**config.mk**
```make
export PLATFORM = sky130hd
export DESIGN_NAME = nibble_serial_adder
export DESIGN_NICKNAME = d
export VERILOG_FILES = /design/src/rtl/nibble_serial_adder_pkg.sv /design/src/rtl/nibble_add4.sv /design/src/rtl/nibble_serial_adder.sv
export SDC_FILE = /design/constraint.sdc
export NUM_CORES = 1
export LEC_CHECK = 0
export ABC_AREA = 0
export CAP_MARGIN = 20
export CORE_ASPECT_RATIO = 1.4
export CORE_MARGIN = 2
export CORE_UTILIZATION = 51
export DETAILED_ROUTE_END_ITERATION = 10
export DONT_BUFFER_PORTS = 1
export GPL_ROUTABILITY_DRIVEN = 0
export PLACE_DENSITY_LB_ADDON = 0.15
export SLEW_MARGIN = 25
export SYNTH_ARGS = -nofsm -noshare
export SYNTH_HDL_FRONTEND = slang
export SYNTH_SLANG_ARGS = --single-unit
```
**constraint.sdc**
```tcl
create_clock -name clk -period 3.1 [get_ports clk]
set_input_delay 0.155 -clock clk [delete_from_list [all_inputs] [get_ports clk]]
set_output_delay 0.155 -clock clk [all_outputs]
set_load 0.005 [all_outputs]
```
**src/rtl/nibble_serial_adder_pkg.sv**
```systemverilog
// Shared types and constants for the nibble-serial wide adder.
package nibble_serial_adder_pkg;

   localparam int NIBBLE_W = 4;

   typedef enum logic [1:0] {
      IDLE = 2'd0,
      RUN  = 2'd1,
      DONE = 2'd2
   } state_t;

   // A single-nibble build still needs a 1-bit index register.
   function automatic int idx_width(input int nibbles);
      return (nibbles > 1) ? $clog2(nibbles) : 1;
   endfunction

endpackage

```
**src/rtl/nibble_add4.sv**
```systemverilog
// Combinational 4-bit ripple-carry slice built from full-adder cells.
module nibble_add4
   import nibble_serial_adder_pkg::*;
(
   input  logic [NIBBLE_W-1:0] a,
   input  logic [NIBBLE_W-1:0] b,
   input  logic                cin,
   output logic [NIBBLE_W-1:0] sum,
   output logic                cout
);

   logic [NIBBLE_W:0] c;

   assign c[0] = cin;

   for (genvar i = 0; i < NIBBLE_W; i++) begin : g_fa
      assign sum[i]   = a[i] ^ b[i] ^ c[i];
      assign c[i+1]   = (a[i] & b[i]) | (c[i] & (a[i] ^ b[i]));
   end

   assign cout = c[NIBBLE_W];

endmodule

```
**src/rtl/nibble_serial_adder.sv**
```systemverilog
// WIDTH-bit adder that reuses one 4-bit slice, one nibble per cycle, LSB first.
// Define NIBBLE_SERIAL_ADDER_SUB_EN to add the sub port (A-B via ~B and carry-in 1).
module nibble_serial_adder
   import nibble_serial_adder_pkg::*;
#(
   parameter int WIDTH = 16
) (
   input  logic             clk,
   input  logic             rst_n,
   input  logic             in_valid,
   output logic             in_ready,
   input  logic [WIDTH-1:0] op_a,
   input  logic [WIDTH-1:0] op_b,
   input  logic             cin,
`ifdef NIBBLE_SERIAL_ADDER_SUB_EN
   input  logic             sub,
`endif
   output logic             out_valid,
   input  logic             out_ready,
   output logic [WIDTH-1:0] sum,
   output logic             cout,
   output logic             busy
);

   localparam int NIBBLES = WIDTH / NIBBLE_W;
   localparam int IDX_W   = idx_width(NIBBLES);
   localparam logic [IDX_W-1:0] LAST_IDX = IDX_W'(NIBBLES - 1);

   state_t            state_q, state_d;
   logic [IDX_W-1:0]  idx_q, idx_d;
   logic              carry_q, carry_d;
   logic [WIDTH-1:0]  a_q, a_d;
   logic [WIDTH-1:0]  b_q, b_d;
   logic [WIDTH-1:0]  sum_q, sum_d;
   logic              cout_q, cout_d;

   logic [WIDTH-1:0]    b_cap;
   logic                c_cap;
   logic [NIBBLE_W-1:0] sl_a, sl_b, sl_sum;
   logic                sl_cout;
   logic                last_nib;

`ifdef NIBBLE_SERIAL_ADDER_SUB_EN
   assign b_cap = sub ? ~op_b : op_b;
   assign c_cap = sub ? 1'b1  : cin;
`else
   assign b_cap = op_b;
   assign c_cap = cin;
`endif

   assign sl_a     = a_q[idx_q*NIBBLE_W +: NIBBLE_W];
   assign sl_b     = b_q[idx_q*NIBBLE_W +: NIBBLE_W];
   assign last_nib = (idx_q == LAST_IDX);

   nibble_add4 u_slice (
      .a    (sl_a),
      .b    (sl_b),
      .cin  (carry_q),
      .sum  (sl_sum),
      .cout (sl_cout)
   );

   always_ff @(posedge clk or negedge rst_n) begin
      if (!rst_n) state_q <= IDLE;
      else        state_q <= state_d;
   end

   always_comb begin
      state_d = state_q;
      unique case (state_q)
         IDLE:    if (in_valid)  state_d = RUN;
         RUN:     if (last_nib)  state_d = DONE;
         DONE:    if (out_ready) state_d = IDLE;
         default: state_d = IDLE;
      endcase
   end

   always_comb begin
      in_ready  = (state_q == IDLE);
      out_valid = (state_q == DONE);
      busy      = (state_q != IDLE);
   end

   always_comb begin
      idx_d   = idx_q;
      carry_d = carry_q;
      a_d     = a_q;
      b_d     = b_q;
      sum_d   = sum_q;
      cout_d  = cout_q;
      unique case (state_q)
         IDLE: if (in_valid) begin
            a_d     = op_a;
            b_d     = b_cap;
            carry_d = c_cap;
            idx_d   = '0;
         end
         RUN: begin
            sum_d[idx_q*NIBBLE_W +: NIBBLE_W] = sl_sum;
            carry_d = sl_cout;
            idx_d   = idx_q + 1'b1;
            // Wrap the index on the last nibble so it never walks past the operand.
            if (last_nib) begin
               cout_d = sl_cout;
               idx_d  = '0;
            end
         end
         default: ;
      endcase
   end

   always_ff @(posedge clk or negedge rst_n) begin
      if (!rst_n) begin
         idx_q   <= '0;
         carry_q <= 1'b0;
         a_q     <= '0;
         b_q     <= '0;
         sum_q   <= '0;
         cout_q  <= 1'b0;
      end else begin
         idx_q   <= idx_d;
         carry_q <= carry_d;
         a_q     <= a_d;
         b_q     <= b_d;
         sum_q   <= sum_d;
         cout_q  <= cout_d;
      end
   end

   assign sum  = sum_q;
   assign cout = cout_q;

endmodule
```
### Word-level counts from Yosys, hierarchy flattened

Index checks and enable logic that the tools add are counted.

| storage, ports and cells | value |
|---|---|
| flip-flop bits (word level) | 54 |
| latch bits | 0 |
| RAM bits | 0 |
| ROM bits | 0 |
| input port bits | 37 |
| output and inout port bits | 20 |
| logic and storage cells | 56 |
| memories kept | 0 |

| cells by class | value |
|---|---|
| $add $sub $neg | 2 |
| multipliers | 0 |
| divide/modulo/power cells | 0 |
| $lt $le $gt $ge | 0 |
| eq/ne operators | 6 |
| shifts and indexed selects | 4 |
| multiplexer cells | 10 |
| bitwise operators | 20 |
| reduce and logical (&&, ||, !) cells | 7 |

Operators by type and width:

| operator | number |
|---|---|
| $neg 4->34 | 1 |
| $shift 4x34->16 const A | 1 |
| $shiftx 4x34->16 | 1 |
| $shiftx 16x5->4 | 2 |
| $bwmux 16 | 1 |
| $mux 2 | 5 |
| $and 1x1->1 | 8 |
| $xor 1x1->1 | 8 |
| $pmux 2 s3 | 1 |
| $reduce_and 2->1 | 3 |
| $eq 2x2->1 const B | 2 |
| $ne 2x2->1 const B | 2 |
| $or 1x1->1 | 4 |
| $pmux 2 s2 | 1 |
| $reduce_bool 2->1 | 2 |
| $reduce_and 3->1 | 1 |
| $add 2x1->2 const B | 1 |
| $eq 2x1->1 const B | 1 |
| $logic_not 2->1 | 1 |
| $ne 2x1->1 const B | 1 |
| $pmux 1 s2 | 1 |
| $mux 1 | 1 |

### Depth between registers and ports, before layout

| depth | value |
|---|---|
| word-level depth | 11 |
| depth in mapped cells | 10 |
| depth with buffers taken out | 9 |

### Modules after synthesis

A second synthesis with hierarchy kept.

| second synthesis, totals | value |
|---|---|
| cells, all modules | 193 |
| area, all modules | 2700.1 um^2 |

Modules (own cells, without submodules):

| module | times used | cells each | area an instance (um^2) | sequential area each (um^2) |
|---|---|---|---|---|
| nibble_serial_adder | 1 | 179 | 2582.5 | 1351.3 |
| nibble_add4 | 1 | 14 | 117.6 | 0.0 |

### Worst setup path after synthesis

OpenSTA, ideal clock, no wires.

| path | value |
|---|---|
| path type | register to register |
| start point | reg idx_q[0] |
| end point | reg sum_q[7] (netlist: sum[7]) |
| setup time | 0.125 ns |
| arrival time | 2.776 ns |
| required time | 2.975 ns |
| slack | 0.199 ns |
| stages on the path, launching flop included | 11 |
| path buffers | 1 |
| clock period less this slack | 2.901 ns |
| path through | dfrtp_1 buf_4 mux4_2 inv_1 fa_1 fa_1 inv_1 fa_1 fa_1 and4b_1 mux2_2 |

| between the ends | value |
|---|---|
| word-level cells in the longest chain between the ends | 11 |
| elaborated cells between the ends (all ways) | 23 |
| classes of those cells | 1 x add/sub; 4 x shift; 1 x mux; 17 x bitwise |

Ends and longest elaborated chain:

| element | RTL line | text |
|---|---|---|
| start: declaration | nibble_serial_adder.sv:30 | `logic [IDX_W-1:0] idx_q, idx_d;` |
| start signal: assignment | nibble_serial_adder.sv:121 | `idx_q <= idx_d;` |
| $shiftx 16x5->4, on equally long branches | nibble_serial_adder.sv:51, nibble_serial_adder.sv:52 |  |
| $xor 1x1->1 | nibble_add4.sv:17, nibble_add4.sv:18 |  |
| $and 1x1->1 | nibble_add4.sv:18 | `assign c[i+1] = (a[i] & b[i]) \| (c[i] & (a[i] ^ b[i]));` |
| $or 1x1->1 | nibble_add4.sv:18 |  |
| $and 1x1->1 | nibble_add4.sv:18 |  |
| $or 1x1->1 | nibble_add4.sv:18 |  |
| $and 1x1->1 | nibble_add4.sv:18 |  |
| $or 1x1->1 | nibble_add4.sv:18 |  |
| $xor 1x1->1 | nibble_add4.sv:17 | `assign sum[i] = a[i] ^ b[i] ^ c[i];` |
| $shiftx 4x34->16 | nibble_serial_adder.sv:99 | `sum_d[idx_q*NIBBLE_W +: NIBBLE_W] = sl_sum;` |
| $bwmux 16 * | nibble_serial_adder.sv:99 |  |
| end signal: assignment | nibble_serial_adder.sv:125 | `sum_q <= sum_d;` |
| end: declaration | nibble_serial_adder.sv:34 | `logic [WIDTH-1:0] sum_q, sum_d;` |

Mark *: on every way between the ends. The rest lies on a longest branch, timed or not.
A chain may end at the register's enable or synchronous reset.

### Worst setup path in the final report

Same ends and word-level chain as after synthesis.

==> impl_metrics.tcl <==
set metrics [dict create \
    antenna_left 0 \
    drive_gt1_frac 0.307 \
    maxCapViolCount 0 \
    min_path_cells 1 \
    fin_util 0.613 \
    postCtsSetupBuffers 0 \
    ioPinCount 57 \
    viasPerCell 5.62 \
    rsz0062_at_grt "false" \
    drtIter0Drc 81 \
    grt.total_usage 0.191 \
    synth_edf_count 0 \
    synthArstFlopShare 1.00 \
    max_freq_mhz 341 \
    synth_flop_cell "dfrtp_1" \
    htreeDepth 2 \
    rows 31 \
    p_leak_nw 1.36 \
    overflow 0 \
    finalCriticalPeriod_ns 2.93 \
    fin_setup_tns_ns 0 \
    grt_pass1_vias 1635 \
    synth_cell_type_count 29 \
    synth.avg_cell_area_sq_um 14.8 \
    drc 0 \
    slew_headroom 0.686 \
    cts_tree "done" \
    status "completed" \
    critPathLaunchType "register" \
    first_pass_iters 4 \
    regArea_sq_um 1350 \
    layout.nets 259 \
    port_buffers 0 \
    clockBufferDepth 2 \
    power.density_nw_per_um2 1090 \
    syn-instance-count 179 \
    yosysWarnings 0 \
    syn-num-nets 226 \
    fin_skew_ns 0.0115 \
    multi_input_comb_area_sq_um 1180 \
    cp.required_ns 3.30 \
    critPathCaptureType "register" \
    clock_latency_ns 0.31 \
    hold_path.class "primary input to register" \
    crit_fanout 4 \
    tightest_slew_ns 0.469 \
    ff2ff_path_depth 9 \
    grt_first_pass_wirelength_um 8180 \
    fill_cells 398 \
    fp.dieArea_sq_um 5810 \
    die_w_um 65.0 \
    seq_area_frac_synth 0.508 \
    clockRootBuffer "clkbuf_8" \
    cts_buffers 5 \
    grt_antenna_before_repair 0 \
    cts.sinks 54 \
    final_common_cell "dfrtp_1" \
    ys_seq_elements 54 \
    report.final.hold_viol_count 0 \
    core_area_sq_um 5080 \
    final.period_utilization 0.945 \
    cts.reportedPaths.clkPinSlew_ns 0.10 \
    drt-total-wl_um 5120 \
    syn2layout_area_growth_pct 17.3 \
    antenna_cells 0 \
    post_drt_wl_per_cell_um 18.4 \
    grt_max_degree 55 \
    criticalPathCategory "register to register" \
    setup_viol 0 \
    fin_hold_ws_ns 0.0188 \
    final_cell_mix "dfrtp_1 (54), mux2_2 (44), dlygate4sd3_1 (32)" \
    mappedNetlistArea_sq_um 2660 \
    dp.final_hpwl_um 3760 \
    dieHeight_um 89.4 \
    vias 1563 \
    crit_arrival_ns 3.13 \
    floorplan.initialDensity 0.523 \
    maxSlewViolCount 0 \
    vdd_drop_max_uv 696 \
]
[flip-flops by register name, summed over array words and instances, names as in the netlist]
name	count
idx_q	2
carry_q	1
cout	1
sum	16
a_q	16
b_q	16
state_q	2
[routing by layer]
layer / routed length (um) / global-route usage
met1: 1850 / 0.208
met2: 2960 / 0.364
met3: 200 / 0.0441
met4: 104 / 0.0625
met5: 0 / 0
[cells in the mapped netlist, types with 2 or more instances]
master | n | area (sq um)
buf_6 | 4 | 45.0
inv_1 | 12 | 45.0
fa_1 | 4 | 80.1
a21o_1 | 2 | 15.0
ha_1 | 6 | 75.1
nand3b_1 | 4 | 30.0
nor4bb_1 | 7 | 70.1
nor2b_1 | 4 | 25.0
dfrtp_1 | 54 | 1350
nor4b_1 | 5 | 43.8
mux2_1 | 2 | 22.5
mux4_2 | 8 | 180
and3b_1 | 2 | 17.5
a32o_1 | 3 | 30.0
mux2_2 | 44 | 495
and4b_1 | 2 | 20.0
buf_2 | 4 | 20.0
[cell families (layout without fill, tap and decap cells)]
| group | after synthesis | count (layout) | synth area share |
|---|---|---|---|
| mux | 54 | 54 | 0.263 |
| fa+ha+maj | 10 | 10 | 0.0584 |
| simple gates | 29 | 29 | 0.0946 |
| compound gates | 9 | 9 | 0.0282 |
| flops | 54 | 54 | 0.508 |
| buf+inv | 23 | 56 | 0.0475 |
[worst paths after layout]
path / start / endpoint / slack [ns]
worst max-delay path: idx_q[0] / sum[7] / 0.17
min in group asynchronous: rst_n / sum[1] / 0.36
worst min-delay path: op_b[7] / b_q[7] / 0.02
max in group asynchronous: rst_n / b_q[15] / 2.50
worst max register to register: idx_q[0] / sum[7] / 0.17
worst min register to register: a_q[6] / a_q[6] / 0.50
[timing repair]
action                     in CTS  in global routing
setup endpoints to repair       0                  0
gates resized for setup         0                  0
hold endpoints to repair       81                  4
hold buffers                   29                  4
[layout make-up]
type / instances / share of cell area
Inverter: 12 / 0.0145
Multi-Input combinational cell: 102 / 0.379
Clock buffer: 6 / 0.0233
Sequential cell: 54 / 0.434
Tap cell: 66 / 0.0265
Timing Repair Buffer: 37 / 0.121
Clock inverter: 1 / 0.00241
[power breakdown]
part	switching, mW	internal [mW]	total (mW)	leakage, nW
sequential	0.227	1.02	1.25	0.669
clock	0.216	0.155	0.372	0.0373
combinational	0.812	0.956	1.77	0.655
total	1.26	2.13	3.39	1.36
[per-stage QoR]
stage               total power, mW  instances  worst slack (ns)  instance area [sq um]
detailed placement             3.02        238             0.179                   2690
floorplan                      2.59        179             0.199                   2660
global route                   3.65        278            0.0260                   3120
global placement               2.95        238             0.232                   2690
finish                         3.39        278             0.172                   3120
CTS                            3.43        274             0.154                   3080
[critical path, cell delays in order (launching register included)]
cell and delay (ns):
dfrtp_1 0.45, mux4_2 0.52, inv_1 0.10, fa_1 0.19, fa_1 0.16, inv_1 0.05
fa_1 0.39, fa_1 0.49, and4b_1 0.22, mux2_2 0.26
(Power assumes the default switching activity.)
